--- src/rtl/uart_rx_pkg.sv ---
// Shared constants and types for the Hamming-protected UART receiver.
// Bit positions match the transmit-side encoder exactly.
package uart_rx_pkg;

    localparam int unsigned CODE_W = 13;
    localparam int unsigned DATA_W = 8;
    localparam int unsigned SYN_W  = 4;

    typedef enum logic [2:0] {
        ST_IDLE,
        ST_START,
        ST_DATA,
        ST_STOP,
        ST_DONE
    } state_e;

    // Codeword bit index of each data bit d0..d7, and of the Hamming parity bits
    localparam int unsigned DATA_POS [DATA_W] = '{2, 4, 5, 6, 8, 9, 10, 11};
    localparam int unsigned PAR_POS  [SYN_W]  = '{0, 1, 3, 7};
    localparam int unsigned OVR_POS           = 12;

    typedef struct packed {
        logic [DATA_W-1:0] data;
        logic              corrected;
        logic              uncorrectable;
    } dec_result_t;

endpackage

--- src/rtl/uart_rx_hamming_decoder.sv ---
// Combinational SECDED decoder: 13-bit codeword to 8 data bits plus error flags.
module hamming_decoder
    import uart_rx_pkg::*;
(
    input  logic [CODE_W-1:0] code_i,
    output dec_result_t       result_c
);

    logic [SYN_W-1:0]  syn;
    logic              par;
    logic [CODE_W-1:0] fixed;
    logic              corr;
    logic              unc;

    // Syndrome over the Hamming-covered bits; overall parity over the whole word
    always_comb begin
        syn = '0;
        for (int i = 0; i < int'(CODE_W) - 1; i++) begin
            for (int k = 0; k < int'(SYN_W); k++) begin
                if ((((i + 1) >> k) & 1) != 0) begin
                    syn[k] = syn[k] ^ code_i[i];
                end
            end
        end
        par = ^code_i;
    end

    // Odd overall parity means a single flip; syndrome points at it, or at the
    // overall-parity bit when zero. Syndromes past the word are unrecoverable.
    always_comb begin
        fixed = code_i;
        corr  = 1'b0;
        unc   = 1'b0;
        if (par) begin
            if (syn == '0) begin
                fixed[OVR_POS] = ~code_i[OVR_POS];
                corr           = 1'b1;
            end else if (syn > SYN_W'(CODE_W - 1)) begin
                unc = 1'b1;
            end else begin
                for (int i = 0; i < int'(CODE_W) - 1; i++) begin
                    if (syn == SYN_W'(i + 1)) begin
                        fixed[i] = ~code_i[i];
                    end
                end
                corr = 1'b1;
            end
        end else if (syn != '0) begin
            unc = 1'b1;
        end
    end

    always_comb begin
        result_c.data = '0;
        for (int j = 0; j < int'(DATA_W); j++) begin
            result_c.data[j] = fixed[DATA_POS[j]];
        end
        result_c.corrected     = corr;
        result_c.uncorrectable = unc;
    end

endmodule

--- src/rtl/uart_rx.sv ---
// UART receiver: centre-samples one start, 13 codeword and one stop bit,
// then registers the SECDED-decoded byte with correction/detection flags.
module uart_rx
    import uart_rx_pkg::*;
#(
    parameter int unsigned DIVISOR = 10
) (
    input  logic              clk,
    input  logic              rst_n,
    input  logic              rx,
    output logic [DATA_W-1:0] data,
    output logic              valid,
    output logic              err_corrected,
    output logic              err_uncorrectable,
    output logic              frame_err
);

    localparam int unsigned CNT_W = 11;
    localparam int unsigned BIT_W = 4;
    localparam logic [CNT_W-1:0] HALF_LAST = CNT_W'(DIVISOR / 2 - 1);
    localparam logic [CNT_W-1:0] FULL_LAST = CNT_W'(DIVISOR - 1);
    localparam logic [BIT_W-1:0] LAST_BIT  = BIT_W'(CODE_W - 1);

    logic              rx_meta_q, rx_s_q;
    state_e            state_q, state_d;
    logic              armed_q, armed_d;
    logic [CNT_W-1:0]  clk_cnt_q, clk_cnt_d;
    logic [BIT_W-1:0]  bit_cnt_q, bit_cnt_d;
    logic [CODE_W-1:0] shift_q, shift_d;
    logic [DATA_W-1:0] data_q, data_d;
    logic              valid_q, valid_d;
    logic              corr_q, corr_d;
    logic              unc_q, unc_d;
    logic              ferr_q, ferr_d;
    dec_result_t       dec_c;

    hamming_decoder u_dec (
        .code_i   (shift_q),
        .result_c (dec_c)
    );

    // Two-flop synchroniser for the asynchronous line
    always_ff @(posedge clk or negedge rst_n) begin
        if (!rst_n) begin
            rx_meta_q <= 1'b1;
            rx_s_q    <= 1'b1;
        end else begin
            rx_meta_q <= rx;
            rx_s_q    <= rx_meta_q;
        end
    end

    // Armed tracks "line seen high" so a stuck-low line cannot retrigger a frame
    always_comb begin
        state_d   = state_q;
        armed_d   = armed_q | rx_s_q;
        clk_cnt_d = clk_cnt_q;
        bit_cnt_d = bit_cnt_q;
        shift_d   = shift_q;
        data_d    = data_q;
        valid_d   = 1'b0;
        corr_d    = corr_q;
        unc_d     = unc_q;
        ferr_d    = 1'b0;
        case (state_q)
            ST_IDLE: begin
                if (armed_q && !rx_s_q) begin
                    state_d   = ST_START;
                    clk_cnt_d = '0;
                    armed_d   = 1'b0;
                end
            end
            ST_START: begin
                if (clk_cnt_q == HALF_LAST) begin
                    clk_cnt_d = '0;
                    bit_cnt_d = '0;
                    state_d   = rx_s_q ? ST_IDLE : ST_DATA;
                end else begin
                    clk_cnt_d = CNT_W'(clk_cnt_q + 1'b1);
                end
            end
            ST_DATA: begin
                if (clk_cnt_q == FULL_LAST) begin
                    clk_cnt_d          = '0;
                    shift_d[bit_cnt_q] = rx_s_q;
                    if (bit_cnt_q == LAST_BIT) begin
                        state_d = ST_STOP;
                    end else begin
                        bit_cnt_d = BIT_W'(bit_cnt_q + 1'b1);
                    end
                end else begin
                    clk_cnt_d = CNT_W'(clk_cnt_q + 1'b1);
                end
            end
            ST_STOP: begin
                if (clk_cnt_q == FULL_LAST) begin
                    clk_cnt_d = '0;
                    if (rx_s_q) begin
                        state_d = ST_DONE;
                    end else begin
                        ferr_d  = 1'b1;
                        armed_d = 1'b0;
                        state_d = ST_IDLE;
                    end
                end else begin
                    clk_cnt_d = CNT_W'(clk_cnt_q + 1'b1);
                end
            end
            ST_DONE: begin
                data_d  = dec_c.data;
                corr_d  = dec_c.corrected;
                unc_d   = dec_c.uncorrectable;
                valid_d = 1'b1;
                state_d = ST_IDLE;
            end
            default: state_d = ST_IDLE;
        endcase
    end

    always_ff @(posedge clk or negedge rst_n) begin
        if (!rst_n) begin
            state_q   <= ST_IDLE;
            armed_q   <= 1'b0;
            clk_cnt_q <= '0;
            bit_cnt_q <= '0;
            shift_q   <= '0;
            data_q    <= '0;
            valid_q   <= 1'b0;
            corr_q    <= 1'b0;
            unc_q     <= 1'b0;
            ferr_q    <= 1'b0;
        end else begin
            state_q   <= state_d;
            armed_q   <= armed_d;
            clk_cnt_q <= clk_cnt_d;
            bit_cnt_q <= bit_cnt_d;
            shift_q   <= shift_d;
            data_q    <= data_d;
            valid_q   <= valid_d;
            corr_q    <= corr_d;
            unc_q     <= unc_d;
            ferr_q    <= ferr_d;
        end
    end

    assign data              = data_q;
    assign valid             = valid_q;
    assign err_corrected     = corr_q;
    assign err_uncorrectable = unc_q;
    assign frame_err         = ferr_q;

endmodule
--- config.mk ---
export PLATFORM = sky130hd
export DESIGN_NAME = uart_rx
export DESIGN_NICKNAME = d
export VERILOG_FILES = /design/src/rtl/uart_rx_pkg.sv /design/src/rtl/uart_rx_hamming_decoder.sv /design/src/rtl/uart_rx.sv
export SDC_FILE = /design/constraint.sdc
export NUM_CORES = 1
export LEC_CHECK = 0
export CORE_MARGIN = 2
export CORE_UTILIZATION = 62
export CTS_BUF_LIST = sky130_fd_sc_hd__clkbuf_2
export DETAILED_ROUTE_END_ITERATION = 16
export PLACE_DENSITY = 0.91
export SETUP_SLACK_MARGIN = 0.02
export SYNTH_ARGS = -nofsm -noshare
export SYNTH_HDL_FRONTEND = slang
export SYNTH_SLANG_ARGS = --single-unit
--- constraint.sdc ---
create_clock -name clk -period 2.5 [get_ports clk]
set_clock_uncertainty 0.1 [all_clocks]
set_input_delay 0.375 -clock clk [delete_from_list [all_inputs] [get_ports clk]]
set_output_delay 0.375 -clock clk [all_outputs]
set_load 0.02 [all_outputs]
-- Yosys cells after proc, flatten, opt, wreduce, memory -nomap -nowiden
Index checks and enable logic that the tools add are counted.
- flip-flop bits (word level): 46
- bits of input ports: 3
- output and inout port bits: 12
- logic and storage cells: 136
- add/sub/neg operators: 2
- order comparisons: 3
- equal/unequal tests: 25
- mux-type cells: 49
- bitwise logic cells: 31
- reduce and logical (&&, ||, !) cells: 14
- operators with widths (operator ; count):
    12-bit two-way mux ; 3
    11-bit two-way mux ; 3
    11-bit one-hot mux with 3 select lines ; 1
    1-bit two-way mux ; 27
    4-bit equality test (second input constant) ; 6
    3-bit two-way mux ; 6
    1-bit bitwise XOR ; 18
    4-bit by 3-bit equality test with 1-bit output (second input constant) ; 4
    13-bit bitwise mux ; 1
    13-bit XOR reduction ; 1
    4-bit two-way mux ; 3
    2-bit != test (second input constant) ; 6
    1-bit inverter ; 12
    3-bit one-hot mux with 4 select lines ; 1
    11-bit by 1-bit adder with 11-bit output (second input constant) ; 1
    11-bit by 3-bit equality test with 1-bit output (second input constant) ; 1
    11-bit by 4-bit equality test with 1-bit output (second input constant) ; 1
    4-bit by 2-bit equality test with 1-bit output (second input constant) ; 2
    4-bit one-hot mux with 2 select lines ; 1
    3-bit by 2-bit equality test with 1-bit output (second input constant) ; 2
    4-bit by 5-bit less-than comparator with 1-bit output (second input constant) ; 1
    5-bit AND reduction ; 1
    4-bit by 1-bit adder with 4-bit output (second input constant) ; 1
    1-bit demux with 4-bit select ; 1
    18 further kinds ; 20

-- Logic depth before layout (Yosys ltp)
Gate-level depths: netlist of the first run.
- depth in word-level cells: 10
- gate-level depth with buffers: 9
- gate-level depth less buffers: 8

-- Modules after synthesis
A second synthesis of the first run with hierarchy kept.
- cell total of the unflattened synthesis: 278
- area, all modules: 2845.2 um^2
- modules (own cells, without submodules) (module ; times used ; cells an instance ; area an instance (um^2) ; sequential area each (um^2)):
    uart_rx ; 1 ; 226 ; 2364.8 ; 1153.6
    hamming_decoder ; 1 ; 52 ; 480.5 ; 0.0

-- Worst setup path after synthesis of the first run
No wires, ideal clock.
- kind: flip-flop to flip-flop
- start point: reg clk_cnt_q[6]
- end point: reg shift_q[4]
- arrival: 2004 ps
- required time: 2275 ps
- path slack: 271 ps
- stages on the path, launching flop included: 7
- path buffers: 0
- clock period less this slack: 2229 ps
- path through: dfrtp_1 or4_4 nor4_4 nand2_4 nor4b_4 nand2_1 mux2_4
- longest elaborated chain between the ends: 2
- RTL lines (what ; RTL line ; RTL):
    start, declared ; uart_rx.sv:27 ; logic [CNT_W-1:0] clk_cnt_q, clk_cnt_d;
    start signal, assigned ; uart_rx.sv:135 ; clk_cnt_q <= clk_cnt_d;
    11-bit by 4-bit equality test with 1-bit output ; uart_rx.sv:83 ; if (clk_cnt_q == FULL_LAST) begin
    2-bit AND reduction (no line) ; - ;
    end signal, assigned ; uart_rx.sv:137 ; shift_q <= shift_d;
    end, declared ; uart_rx.sv:29 ; logic [CODE_W-1:0] shift_q, shift_d;
No other way between the ends.
A chain may end at the register's enable or synchronous reset.

-- Final worst setup path of the first run
- start point: reg clk_cnt_q[10]
- end point: reg shift_q[6]
The elaborated chain is that of the path after synthesis.

==> flow_summary_export.csv, run 1 <==
group,metric,value,unit
status,status,"finished with violations",
status,violations,"negative setup slack",
clock_tree,clk_latency,0.43,ns
placement,io_buffers,14,
logic_synthesis,synth-main-ff-cell,"dfrtp_1",
placement,place.detailed.hpwl,3880,um
setup_path,crit_start,"clk_cnt_q[10]$_DFFE_PN0P_",
sta,drv_slew,0,
pwr,power.net_switching,0.769,mW
pwr,p_leak,1.30,nW
logic_synthesis,ys_seq_area_share,42.6,%
finish,area_growth,11.9,%
setup_path,critPathKind,"register to register",
logic_synthesis,avgSynthCellArea,9.89,um^2
clock_tree,cts_made_buffers,5,
sta,fmax,0.395,GHz
setup_path,endpoint,"shift_q[6]$_DFFE_PN0P_",
sta,setup_viol,4,
pwr,p_int,1.18,mW
setup_path,crit_path_end_kind,"register",
placement,post-place-ws,0.0857,ns
setup_path,reg2reg_from,"clk_cnt_q[10]$_DFFE_PN0P_",
logic_synthesis,ys_ff_latch,46,
sta,layout_setup_ws,-0.0344,ns
logic_synthesis,synth_area,2710,um^2
setup_path,start_kind,"register",
global_routing,first_global_vias,2079,
die,fp-row-count,24,
drt,vias,2101,
die,initial_core_util,63.1,%
logic_synthesis,ys_warn_count,0,
pwr,powerDensity,643,nW/um^2
logic_synthesis,synth.area.top_cells,"dfrtp_1 41%, xnor2_1 7.1%, nand2_1 5.8%",
finish,stdcell_area,3030,um^2
setup_path,cp_slowest_cell,"or4_4",
global_routing,antenna_found_initial,0,
die,die_x,70.1,um
die,io_pins,15,
finish,finalNetCount,306,
finish,antenna-diode-count,0,
sta,slew_headroom,56.9,%
sta,tightest_slew,0.642,ns
global_routing,grt_max_degree,47,
sta,hold_viol_final,0,
logic_synthesis,syn_inst,274,
pwr,pwr-share-comb,36.4,%
setup_path,cp_slowest_stage_delay,0.56,ns
logic_synthesis,synth_mux_area_share,5.96,%
setup_path,ff2ff_path_depth,7,
drt,vias_per_cell,6.02,
setup_path,crit_required,2.76,ns
sta,min_period_over_period,101,%
drt,drt_pass1_iterations,4,
logic_synthesis,synth-async-reset-ratio,100,%
pwr,ir_drop,0.398,mV
logic_synthesis,synth_top_area_share,40.6,%
clock_tree,cts.sink_count,46,
finish,final_layout_size_suffix_gt1_share,13.1,%
logic_synthesis,synthDistinctLibCells,45,
setup_path,arrival,2.79,ns
logic_synthesis,synth_area_leader_cell,"dfrtp_1",
sta,final.min_clock_period,2.53,ns
drt,drc_errors,0,
logic_synthesis,syn-num-nets,284,
logic_synthesis,synth_top_family_by_area,"simple AND/OR/NAND/NOR gates",
global_routing,globalRoute.totalOverflow,0,
logic_synthesis,synth-edff-count,0,
clock_tree,cts-root-buf,"clkbuf_2",
die,dieArea,4920,um^2
logic_synthesis,synth-simple-area-share,20.7,%
setup_path,crit_chain,"or4_4, nor4_4, buf_6, nand2_8, nor4b_4, nand2_1, mux2_4",
setup_path,r2r_slack,-0.03,ns
pwr,power,1.95,mW
die,core_area,4290,um^2
global_routing,grt_pass1_wl,9360,um
min_path,hp-class,"input port to register",
drt,final_antenna_net_count,0,
die,die_h,70.1,um
sta,rsz0062_at_grt,"yes",
run,maxCapViolCount,0,
clock_tree,tritoncts,"built",
logic_synthesis,synth-adder-area-share,3.23,%
clock_tree,clock_path_buffers,2,
logic_synthesis,synth_compound_area_share,13.3,%
finish,fin_util,70.6,%
setup_path,critPathMaxFanout,6,
clock_tree,cts_max_level,2,
pwr,seqPwrFrac,47.5,%
placement,gp_congestion,0.936,
global_routing,track_usage,24.1,%
drt,drt_iter0_drc,219,
setup_path,r2r_end,"shift_q[6]$_DFFE_PN0P_",
logic_synthesis,synthXorXnorAreaFrac,11.8,%
drt,wl_per_cell,15.7,um
sta,fin_tns_setup,-0.0739,ns
pwr,p_sw_share,39.5,%
clock_tree,path_clk_slew,0.22,ns
drt,wirelength,5480,um
pwr,p_clk_share,16.1,%
placement,place_area,2910,um^2
[logic make-up after synthesis]
family                   count (synthesis)
flip-flops                              46
adder cells (fa/ha/maj)                  7
AO/OA/AOI/OAI                           63
XOR/XNOR                                31
multiplexers                            13
buffers and inverters                   16
AND/OR/NAND/NOR                         98
[layer usage]
layer  global-route usage (%)  wire [um]  share of wire, %
met2                     39.5       2650                48
met3                     6.20        216               3.9
met1                     30.7       2510                46
met4                     9.62        107               2.0
met5                        0          0                 0
[cell type report]
class | count | area (um^2)
clock buffers | 6 | 30.0
clock inverters | 2 | 10.0
flip-flops and latches | 46 | 1150
inverters | 6 | 22.5
multi-input cells | 212 | 1510
repair buffers | 25 | 236
fillers | 339 | 1260
well taps | 52 | 65.1
[what timing repair did]
item | CTS | global route
hold endpoints to repair | 44 | 0
setup buffers | 0 | 6
endpoints found under the setup margin | 0 | 18
hold buffers | 1 | 0
gates resized for setup | 0 | 5
[flip-flops by register name (all words and copies together), names as in the netlist]
name               flops
shift_q               13
clk_cnt_q             11
err_uncorrectable      1
valid                  1
data                   8
bit_cnt_q              4
rx_meta_q              1
rx_s_q                 1
err_corrected          1
state_q                3
armed_q                1
frame_err              1
[worst min path at each step]
stage	from	to	slack [ns]	depth (start not counted)
3_3_place_gp	rx_meta_q$_DFF_PN1_	rx_s_q$_DFF_PN1_	0.25	0
3_5_place_dp	rx_meta_q$_DFF_PN1_	rx_s_q$_DFF_PN1_	0.25	0
4_1_cts	rx	rx_meta_q$_DFF_PN1_	0.21	1
5_1_grt	rx	rx_meta_q$_DFF_PN1_	0.19	1
6_report	rx	rx_meta_q$_DFF_PN1_	0.22	1
2_1_floorplan	rst_n	armed_q$_DFF_PN0_	-0.02	0
[synthesized netlist by cell type, types with 2 or more instances]
library cell	n
dfrtp_1	44
nand2_1	42
o21ai_0	24
xnor2_1	22
a21oi_1	16
nand2b_1	9
nor2_1	9
o21ai_1	9
nand3_1	8
ha_1	7
mux2_1	7
clkbuf_1	6
inv_1	6
xor2_1	5
and2_1	4
and3_1	4
buf_2	4
mux2_4	4
nand4_1	4
o31ai_1	4
nor4_4	3
xnor3_1	3
a31oi_1	2
dfstp_2	2
mux2_2	2
nor2b_1	2
nor3_1	2
or4_1	2
or4_4	2
[cell usage in the layout, fill, tap and decap left out, types with 2 or more instances in the layout]
master            n
clkdlybuf4s50_1  13
and3_1            4
nand4_1           4
a31oi_1           2
and2_1            4
dfstp_2           2
o21ai_0          24
buf_4             8
nor4_4            3
clkinv_2          2
nand2b_1          9
mux2_1            6
o31ai_1           4
mux2_4            5
ha_1              7
inv_1             6
clkbuf_2          6
xor2_1            5
nor2_1            9
nand2_1          42
xnor3_1           3
o21ai_1           9
a21oi_1          16
nor3_1            2
mux2_2            2
dfrtp_1          44
or4_1             2
xnor2_1          21
or4_4             2
nand3_1           8
[worst max-delay path: cells and delay by family (launching register included)]
kind          cells  cell delay [ns]
flops             1             0.44
mux               1             0.31
simple gates      5             1.42
buf+inv           1             0.18
[power by group through the flow]
stage,clock (mW),combinational [mW],sequential [mW]
global route,0.355,0.785,0.938
floorplan,0,0.506,0.912
detailed placement,0,0.683,0.936
global placement,0,0.661,0.929
finish,0.313,0.710,0.926
CTS,0.320,0.686,0.923
[per-stage QoR]
stage | std cells | hold WS [ns]
3_5_place_dp | 334 | 0.251
2_1_floorplan | 274 | -0.0206
4_1_cts | 343 | 0.208
6_report | 349 | 0.218
3_3_place_gp | 334 | 0.247
5_1_grt | 349 | 0.186
(Power assumes the default switching activity.)
==> run 2: changes to the inputs <==
--- a/config.mk
+++ b/config.mk
@@ -6,10 +6,10 @@
 export NUM_CORES = 1
 export LEC_CHECK = 0
 export CORE_MARGIN = 2
-export CORE_UTILIZATION = 62
+export CORE_UTILIZATION = 50
 export CTS_BUF_LIST = sky130_fd_sc_hd__clkbuf_2
 export DETAILED_ROUTE_END_ITERATION = 16
-export PLACE_DENSITY = 0.91
+export PLACE_DENSITY = 0.78
 export SETUP_SLACK_MARGIN = 0.02
 export SYNTH_ARGS = -nofsm -noshare
 export SYNTH_HDL_FRONTEND = slang
==> run 2 against run 1 <==
Net effect: highest routed layer unchanged; sequential power decreased by 0.5%; via count fell by 3.9%; global-route usage fell by 5.2 points; sequential share of layout area hardly changed; the run now ends clean; non-clock buffer count fell by 4; cell area is essentially flat.
==> flow_summary_export.csv, run 2 (same netlist as run 1, synthesis figures left out) <==
group,metric,value,unit
status,status,"complete, no violations",
clock_tree,tritoncts,"built",
sta,slew_headroom,61.5,%
setup_path,crit_family,"simple AND/OR/NAND/NOR gates",
finish,regMostFlops,"shift_q",
setup_path,crit_path_end_kind,"register",
die,io_pins,15,
finish,seq_area,1150,um^2
die,core_area,5170,um^2
sta,tightest_slew,0.573,ns
global_routing,grt_pass1_wl,9220,um
drt,vias_per_cell,5.56,
clock_tree,cts.sink_count,46,
setup_path,cp_slowest_stage_delay,0.55,ns
finish,fin_util,58.6,%
setup_path,start_kind,"register",
sta,setup_viol,0,
finish,fin_cells,363,
setup_path,cp_slowest_cell,"or4_4",
drt,final_antenna_net_count,0,
clock_tree,path_clk_slew,0.25,ns
drt,drt_iter0_drc,134,
die,fp-row-count,26,
finish,largest_register_ffs,13,
setup_path,crit_chain,"or4_4, nor4_4, buf_4, nand2_4, nor4b_4, nand2_1, mux2_4",
drt,wl_per_cell,14.0,um
finish,antenna-diode-count,0,
placement,place.detailed.hpwl,3790,um
pwr,powerDensity,670,nW/um^2
clock_tree,clock_path_buffers,2,
placement,gp_congestion,0.865,
clock_tree,clk_latency,0.43,ns
sta,fin_tns_setup,0,ns
clock_tree,cts_max_level,2,
min_path,hp-class,"input port to register",
finish,finalNetCount,302,
placement,io_buffers,14,
global_routing,use_met3,3.26,%
setup_path,critPathBufInv,1,
finish,multi_input_area,1490,um^2
clock_tree,cts-root-buf,"clkbuf_2",
sta,final.min_clock_period,2.38,ns
sta,fmax,0.420,GHz
setup_path,critPathKind,"register to register",
finish,fillerInstances,423,
finish,final_layout_size_suffix_gt1_share,11.3,%
sta,drv_slew,0,
drt,vias,2020,
drt,wirelength,5070,um
drt,drt_pass1_iterations,4,
clock_tree,cts_made_buffers,5,
global_routing,antenna_found_initial,0,
die,die_h,77.6,um
finish,layout.cells.most_common,"dfrtp_1",
global_routing,track_usage,18.9,%
die,dieArea,6020,um^2
pwr,ir_drop,0.327,mV
global_routing,use_met2,30.6,%
sta,hold_viol_final,0,
placement,dp_cells,352,
setup_path,arrival,2.61,ns
run,maxCapViolCount,0,
sta,min_period_over_period,95.2,%
global_routing,busiest_layer,"met2",
sta,rsz0062_at_grt,"no",
global_routing,globalRoute.totalOverflow,0,
setup_path,critPathMaxFanout,6,
finish,most-common-layout-cells,"44 x dfrtp_1, 42 x nand2_1, 24 x o21ai_0, 22 x xnor2_1, 16 x a21oi_1",
finish,area_growth,11.8,%
global_routing,first_global_vias,1985,
pwr,p_leak,1.27,nW
die,die_x,77.6,um
drt,drc_errors,0,
setup_path,crit_required,2.73,ns
global_routing,grt_max_degree,25,
global_routing,use_met1,26.0,%
die,initial_core_util,52.4,%
[run 2: changes by cell type in the layout (fill, tap and decap cells not counted)]
cell,previous run,this run
buf_6,1,0
xnor2_1,21,22
mux2_1,6,7
clkinvlp_4,0,2
mux2_4,5,4
nand2_8,1,0
clkbuf_2,6,5
bufinv_16,0,1
clkinv_2,2,0
buf_4,8,5
nand2_4,0,1
xnor2_2,1,0
[run 2: final timing paths]
kind / start / to / slack (ns) / cells after the start
setup reg to reg: clk_cnt_q[6]$_DFFE_PN0P_ / shift_q[7]$_DFFE_PN0P_ / 0.12 / 7
setup / recovery: clk_cnt_q[6]$_DFFE_PN0P_ / shift_q[7]$_DFFE_PN0P_ / 0.12 / 7
hold / removal: rx / rx_meta_q$_DFF_PN1_ / 0.22 / 1
hold reg to reg: rx_meta_q$_DFF_PN1_ / rx_s_q$_DFF_PN1_ / 0.28 / 0
min in group asynchronous: rst_n / clk_cnt_q[4]$_DFFE_PN0P_ / 0.31 / 2
max in group asynchronous: rst_n / rx_meta_q$_DFF_PN1_ / 1.40 / 3
[run 2: routing by layer]
metal	vias up	share of wire [%]
met1	988	49
met4	0	0.93
met5	-	0
li1	994	-
met3	4	2.7
met2	34	48
[run 2: what timing repair did]
| action | in CTS | in global routing |
|---|---|---|
| endpoints found under the hold margin | 22 | 0 |
| resized for setup | 0 | 1 |
| setup endpoints to repair | 0 | 18 |
| hold buffers | 1 | 0 |
| buffers inserted | 0 | 2 |
[run 2: power breakdown]
group | total, mW | internal [mW] | switching [mW]
clock network | 0.422 | 0.168 | 0.255
registers | 0.921 | 0.822 | 0.0995
logic | 0.686 | 0.279 | 0.407
total | 2.03 | 1.27 | 0.762
[run 2: through the flow]
step	worst slack (ns)	power [mW]	hold WS, ns	instance area [um^2]
after CTS	0.0594	2.05	0.206	3010
after floorplan	0.271	1.42	-0.0206	2710
after global placement	0.170	1.60	0.247	2930
after detailed placement	0.101	1.62	0.247	2930
final	0.119	2.03	0.220	3030
after global routing	0.0149	2.20	0.175	3030
[run 2: final cells by class]
type	count	area share [%]
Timing Repair Buffer	21	6.69
Sequential cell	46	38.1
Clock inverter	3	1.49
Multi-Input combinational cell	212	49.3
Tap cell	70	2.89
Inverter	6	0.743
Clock buffer	5	0.826
